File: src/rtl/spi_cmd_bridge.sv
// SPI command bridge: decodes WR/RD/ST frames from rx bytes into a write FIFO, read-back hold register and status byte.
// tx_byte and FIFO head update one cycle after the rx strobe; overflowing writes are dropped and flagged (no rx backpressure).
module spi_cmd_bridge #(
    parameter int DATA_W     = 16,
    parameter int FIFO_DEPTH = 4
) (
    input  logic              clk,
    input  logic              rst_n,
    input  logic              rx_byte_ready,
    input  logic [7:0]        rx_byte,
    input  logic              cs_active,
    output logic [7:0]        tx_byte,
    output logic [DATA_W-1:0] cpu_in_data,
    output logic              cpu_in_valid,
    input  logic              cpu_in_ready,
    input  logic [DATA_W-1:0] cpu_out_data,
    input  logic              cpu_out_valid,
    output logic              cpu_out_ready,
    output logic              overflow
);

    localparam int          NB     = DATA_W / 8;
    localparam int          PW     = (FIFO_DEPTH > 1) ? $clog2(FIFO_DEPTH) : 1;
    localparam logic [3:0]  NB4    = 4'(NB);
    localparam logic [3:0]  DEPTH4 = 4'(FIFO_DEPTH);

    typedef enum logic [2:0] {
        S_IDLE,
        S_WR,
        S_RD,
        S_ST,
        S_DISCARD
    } state_t;

    state_t             state_q, state_d;
    logic [3:0]         cnt_q, cnt_d;
    logic [DATA_W-1:0]  asm_q, asm_d;
    logic [7:0]         tx_q, tx_d;
    logic               rd_ok_q, rd_ok_d;
    logic               ovf_q, ovf_d;
    logic [DATA_W-1:0]  hold_q;
    logic               hold_full_q;
    logic [DATA_W-1:0]  mem_q [FIFO_DEPTH];
    logic [PW-1:0]      wr_ptr_q, rd_ptr_q;
    logic [3:0]         fifo_cnt_q;

    logic               fifo_empty, fifo_full;
    logic               push_req, push, pop, drop;
    logic               hold_cap, hold_rel, ovf_clr;
    logic [DATA_W-1:0]  asm_shift;
    logic [7:0]         hold_byte;
    logic [7:0]         status;

    assign fifo_empty = (fifo_cnt_q == 4'd0);
    assign fifo_full  = (fifo_cnt_q == DEPTH4);
    assign pop        = !fifo_empty && cpu_in_ready;
    assign push       = push_req && (!fifo_full || pop);
    assign drop       = push_req && !push;
    assign hold_cap   = cpu_out_valid && !hold_full_q;
    assign asm_shift  = (asm_q << 8) | DATA_W'(rx_byte);
    assign status     = {ovf_q, hold_full_q, fifo_full, fifo_empty, fifo_cnt_q};

    assign tx_byte       = tx_q;
    assign cpu_in_valid  = !fifo_empty;
    assign cpu_in_data   = fifo_empty ? '0 : mem_q[rd_ptr_q];
    assign cpu_out_ready = !hold_full_q;
    assign overflow      = ovf_q;

    // Read-back byte selected by the byte counter, MSB byte first.
    always_comb begin
        hold_byte = 8'h00;
        for (int i = 0; i < NB; i++) begin
            if (cnt_q == 4'(i)) hold_byte = hold_q[DATA_W-1-8*i -: 8];
        end
    end

    always_comb begin
        state_d  = state_q;
        cnt_d    = cnt_q;
        asm_d    = asm_q;
        tx_d     = tx_q;
        rd_ok_d  = rd_ok_q;
        push_req = 1'b0;
        hold_rel = 1'b0;
        ovf_clr  = 1'b0;
        if (!cs_active) begin
            state_d = S_IDLE;
            cnt_d   = 4'd0;
            asm_d   = '0;
            tx_d    = 8'h00;
            rd_ok_d = 1'b0;
        end else if (rx_byte_ready) begin
            tx_d = 8'h00;
            unique case (state_q)
                S_IDLE: begin
                    cnt_d = 4'd0;
                    unique case (rx_byte)
                        8'h01: state_d = S_WR;
                        8'h02: begin
                            state_d = S_RD;
                            rd_ok_d = hold_full_q;
                            cnt_d   = 4'd1;
                            if (hold_full_q) tx_d = hold_q[DATA_W-1 -: 8];
                        end
                        8'h03: begin
                            state_d = S_ST;
                            tx_d    = status;
                        end
                        default: state_d = S_DISCARD;
                    endcase
                end
                S_WR: begin
                    asm_d = asm_shift;
                    if (cnt_q == NB4 - 4'd1) begin
                        push_req = 1'b1;
                        cnt_d    = 4'd0;
                    end else begin
                        cnt_d = cnt_q + 4'd1;
                    end
                end
                S_RD: begin
                    // cnt_q is the next byte to present; NB means the word has been fully shifted out.
                    if (rd_ok_q && hold_full_q) begin
                        if (cnt_q == NB4) begin
                            hold_rel = 1'b1;
                            cnt_d    = 4'd0;
                        end else begin
                            tx_d  = hold_byte;
                            cnt_d = cnt_q + 4'd1;
                        end
                    end
                end
                S_ST: begin
                    ovf_clr = 1'b1;
                    state_d = S_DISCARD;
                end
                default: ;
            endcase
        end
    end

    always_comb begin
        ovf_d = ovf_q;
        if (ovf_clr) ovf_d = 1'b0;
        if (drop)    ovf_d = 1'b1;
    end

    always_ff @(posedge clk or negedge rst_n) begin
        if (!rst_n) begin
            state_q <= S_IDLE;
            cnt_q   <= 4'd0;
            asm_q   <= '0;
            tx_q    <= 8'h00;
            rd_ok_q <= 1'b0;
            ovf_q   <= 1'b0;
        end else begin
            state_q <= state_d;
            cnt_q   <= cnt_d;
            asm_q   <= asm_d;
            tx_q    <= tx_d;
            rd_ok_q <= rd_ok_d;
            ovf_q   <= ovf_d;
        end
    end

    always_ff @(posedge clk or negedge rst_n) begin
        if (!rst_n) begin
            hold_q      <= '0;
            hold_full_q <= 1'b0;
        end else if (hold_cap) begin
            hold_q      <= cpu_out_data;
            hold_full_q <= 1'b1;
        end else if (hold_rel) begin
            hold_full_q <= 1'b0;
        end
    end

    // With a simultaneous pop at full, wr_ptr equals the old rd_ptr, so the slot being vacated is reused.
    always_ff @(posedge clk or negedge rst_n) begin
        if (!rst_n) begin
            for (int i = 0; i < FIFO_DEPTH; i++) mem_q[i] <= '0;
            wr_ptr_q   <= '0;
            rd_ptr_q   <= '0;
            fifo_cnt_q <= 4'd0;
        end else begin
            if (push) begin
                mem_q[wr_ptr_q] <= asm_shift;
                wr_ptr_q        <= wr_ptr_q + 1'b1;
            end
            if (pop) rd_ptr_q <= rd_ptr_q + 1'b1;
            if (push && !pop)      fifo_cnt_q <= fifo_cnt_q + 4'd1;
            else if (pop && !push) fifo_cnt_q <= fifo_cnt_q - 4'd1;
        end
    end

endmodule

File: config.mk
export PLATFORM = sky130hd
export DESIGN_NAME = spi_cmd_bridge
export DESIGN_NICKNAME = d
export VERILOG_FILES = /design/src/rtl/spi_cmd_bridge.sv
export SDC_FILE = /design/constraint.sdc
export NUM_CORES = 1
export LEC_CHECK = 0
export BUFFER_PORTS_ARGS = -buffer_cell sky130_fd_sc_hd__buf_2
export CORE_MARGIN = 5
export CORE_UTILIZATION = 30
export DETAILED_ROUTE_END_ITERATION = 10
export GPL_TIMING_DRIVEN = 0
export HOLD_SLACK_MARGIN = 0.03
export PLACE_DENSITY = 0.53
export SLEW_MARGIN = 25
export SYNTH_ARGS = -nofsm -noshare
export SYNTH_HDL_FRONTEND = slang
export SYNTH_SLANG_ARGS = --single-unit
File: constraint.sdc
create_clock -name clk -period 3.3 [get_ports clk]
set_input_delay 0.33 -clock clk [delete_from_list [all_inputs] [get_ports clk]]
set_output_delay 0.33 -clock clk [all_outputs]
set_load 0.05 [all_outputs]
==> flow_results.org <==
** Global route
- Largest net degree at the start of global routing :: a little under 70
- The first global-routing pass estimated 21700 um of wire.
- Initial antenna violation count :: 0
- Met3 track utilization from global routing :: 0.0420
- In the global route stage, overall resource usage came out at 0.128.
- Met2 routing resource usage after global routing :: 0.201
- The global routing stage identified its most utilized layer as met2.
- Global-route congestion overflow total :: 0
- In the global route stage, met1 resource usage came out at 0.167.
- Via count of the first global-routing pass :: 3900

** Setup path
- Count of buffer and inverter cells on the critical path :: 1
- Critical-path top delay cell :: sky130_fd_sc_hd__or4_2
- Data arrival time of the worst path :: 3390 ps
- In this run the worst path has a maximum fanout of 11.
- The worst setup path is launched from a flop.
- For the worst setup path, the data required time is 3590 ps.
- Family of cells with the greatest summed delay on the critical path :: simple AND/OR/NAND/NOR gates
- Cell-by-cell listing of the critical path :: or4_2 -> nand2_1 -> ha_1 -> inv_1 -> ha_1 -> a21o_2 -> a2111oi_0 -> o31ai_1
- The worst setup path is captured at a flop.
- Critical Setup Path Class :: flop to flop
- Most used cell along the critical path :: sky130_fd_sc_hd__ha_1
- Maximum cell stage delay along the critical path :: 870 ps

** Pwr
- Of the total power, the share spent switching nets is 0.253.
- Of the total power, the clock network draws 0.476.
- Psw :: ~1.1 mW
- After layout, the design draws a total of 4.39 mW.
- Internal power :: roughly 3.3 mW
- The share of total power dissipated in sequential elements is 0.369.
- For this design the static power due to leakage is 3.32 nW.
- Pwr dens :: 630 nW/um2
- VDD sags by at most 0.000323 V.
- Of the total power, combinational logic draws 0.154.

** CTS
- In this run the post-CTS setup repair buffer count came out at 0.
- TritonCTS Buffers :: 17
- H-tree depth :: 4
- In this run the deepest clock path goes through 2 buffers.
- Clock insertion delay at the later pin of the skew report :: 420 ps
- The tree is rooted in a sky130_fd_sc_hd__clkbuf_16.
- Total number of clock tree sinks :: 114
- CTS clock-pin slew for the worst setup and hold paths :: 50 ps
- Gates resized, CTS repair :: 0
- TritonCTS built the clock tree.

** Floorplanning
- Starting density of the core :: 0.304
- Num rows :: 50
- Measured along the y axis, the die boundary spans 148 um.
- 57 I/O pins were placed.
- Die outline area :: 21800 um2
- Floorplan core area :: ~19000 um2
- Overall die width :: 148 um

** Logic synthesis
- After technology mapping, the gate count stands at 400.
- The share of synthesized area in the top cell type comes to 0.502.
- Simple-Gate Fraction of Synth Area :: 0.0858
- Share of synthesized area spent on multiplexers :: 0.270
- Post-Synthesis Cell Area :: 5690 um2
- Net count of the mapped netlist :: 438
- Mean area per synthesized cell :: 14.2 um2
- Adder and majority gate portion of the synthesized area :: 0.0189
- By area the synthesized netlist is led by sky130_fd_sc_hd__dfrtp_1, sky130_fd_sc_hd__mux2_4, sky130_fd_sc_hd__mux2_2, sky130_fd_sc_hd__mux4_2, sky130_fd_sc_hd__and2_1.
- Async SR Flop Fraction :: 1.00
- Dominant combinational cell family by area after synthesis :: multiplexers
- After synthesis the netlist holds a flip-flop and latch count of 114.
- The netlist uses 57 different library cells.
- Fraction of the yosys area taken by sequential cells :: 0.502
- YS warnings :: 0
- Dominant register cell in the synthesized netlist :: sky130_fd_sc_hd__dfrtp_1
- Counting flops with a built-in enable in the synthesized netlist gives 0.
- Library cell with the largest summed area after synthesis :: sky130_fd_sc_hd__dfrtp_1
- The share of the synthesized area in compound gates (AO/OA/AOI/OAI) is 0.0805.
- Synthesized-area fraction occupied by xor and xnor cells :: 0.00770

** Placement
- DP Area :: 6290 um2
- At the placement stage, the worst setup path has a slack of -21.7 ps.
- Once placement completed, the tool counted placed cells totaling 690.
- Count of buffers inserted at the top-level ports :: 55
- After legalization and detailed placement, the total HPWL measured 9190 um.
- At the end of routability-driven placement, the weighted congestion stood at 0.795.

** Timing
- Final worst-path cycle share :: 0.941
- Worst Hold Margin :: 138 ps
- Derived from the worst setup path, the maximum achievable clock frequency is 0.322 GHz.
- Setup repair after global routing left no endpoint under its margin.
- Final Critical Period :: about 3100 ps
- The count of final hold-check violations came to 0.
- For the final database, setup skew stands at 6.14 ps.
- In the final timing run, aggregate negative setup slack is 0 ps.
- Final setup slack of the worst path :: 193 ps
- Worst Tran Pin Value :: 976 ps
- The count of final max-slew check failures was 0.
- Measured against its own limit, the worst slew margin works out to 0.344.
- Setup violations remaining at the end of the flow were counted as 0.

** Status
- The run finished with clean final reports.

** Final layout
- The number of antenna diodes in the final layout is 0.
- For this run, the number of standard cells in the final layout without fillers is 722.
- The filler cells instantiated in the layout total 1773.
- Multi-input combinational cell area :: 2640 um2
- In the layout the commonest cells are sky130_fd_sc_hd__dfrtp_1, sky130_fd_sc_hd__buf_2, sky130_fd_sc_hd__mux2_2, sky130_fd_sc_hd__mux2_4, sky130_fd_sc_hd__clkbuf_16.
- Post-layout instance area :: 6970 um2
- Relative to the synthesized area, the layout overhead comes to 22.6%.
- The library cell used most frequently in the layout, excluding fill and tap cells, is sky130_fd_sc_hd__dfrtp_1.
- In the final layout, the share of cells above drive strength 1 is 0.439.
- Post-layout nets :: 513
- Post-layout util :: 0.373
- Sequential cell area :: 2850 um2

** Routing
- Wire length per cell :: 18.3 um
- The first TritonRoute pass finished after 6 iterations.
- For this block, the initial DRC count from the detailed router was 219.
- Dividing the detail-routed via count by the number of cells gives 5.02.
- DRC violations left :: 0
- The routed design has 13200 um of wire.
- Once detail routing completed, the nets flagged for antenna violations numbered 0.
- Total via count in the routed design :: 3622

** Flow run
- Across the run, the number of max-cap violations was 0.

** Worst hold path
- Worst Hold Class :: input port to flop
cell families after synthesis:
family | Yosys count
adder cells (fa/ha/maj) | 8
AO/OA/AOI/OAI | 64
XOR/XNOR | 5
AND/OR/NAND/NOR | 72
multiplexers | 107
flip-flops | 114
buffers and inverters | 30
per-layer routing:
layer,share of wire,up-vias,wire [um]
met5,0,-,0
met4,0.014,0,183
met3,0.043,15,570
met2,0.48,70,6410
met1,0.46,1886,6060
li1,-,1651,-
power by group through the flow:
stage / Clock [mW] / Sequential (mW) / Combinational, mW
floorplan: 0 / 1.61 / 0.500
global placement: 0 / 1.64 / 0.679
detailed placement: 0 / 1.65 / 0.701
CTS: 2.13 / 1.62 / 0.700
global route: 2.20 / 1.64 / 0.750
finish: 2.09 / 1.62 / 0.679
area by class of cell:
type                       instances  share of cell area
inverter                           7             0.00377
sequential                       114               0.409
clock buffer                      22              0.0666
timing repair buffer              57              0.0458
tap                              234              0.0420
buffer                            22              0.0250
multi-input combinational        256               0.378
clock inverter                    10              0.0293
sequential cells by signal (all words and copies together) (netlist names), 2 cells and up:
register / flops
asm_q: 8
cnt_q: 4
fifo_cnt_q: 4
hold_q: 16
mem_q: 64
rd_ptr_q: 2
state_q: 3
tx_byte: 8
wr_ptr_q: 2
cell usage after synthesis, drive strengths merged (2+ instances only):
cell type  number
nand2b          5
o21ai          15
buf            11
a21oi           8
a22o            8
a22oi           4
inv             7
nand3b          2
nand2          14
nor2b           3
nor4b           2
or4             2
nand4           3
xnor2           5
nor2            8
nand3           5
and3            2
a31oi           3
and2           16
dfrtp         114
mux4           16
a21o            3
mux2           89
ha              7
nor3            4
mux2i           2
a211oi          2
o32ai           2
clkbuf         12
a32oi           8
path summary, 6_finish.rpt:
check / startpoint / endpoint / slack [ps] / cells past startpoint
hold / removal: cpu_out_data[9] / hold_q[9] / 140 / 2
max in group asynchronous: rst_n / tx_byte[2] / 2160 / 3
hold reg to reg: mem_q[0] / mem_q[0] / 500 / 1
min in group asynchronous: rst_n / mem_q[45] / 470 / 2
setup / recovery: fifo_cnt_q[0] / fifo_cnt_q[3] / 190 / 8
setup reg to reg: fifo_cnt_q[0] / fifo_cnt_q[3] / 190 / 8
repair_timing:
action                     CTS  global route
setup endpoints to repair    1             0
hold buffers                 1             0
hold endpoints to repair    66             0
Note: power is estimated with default switching activity, not from simulation.
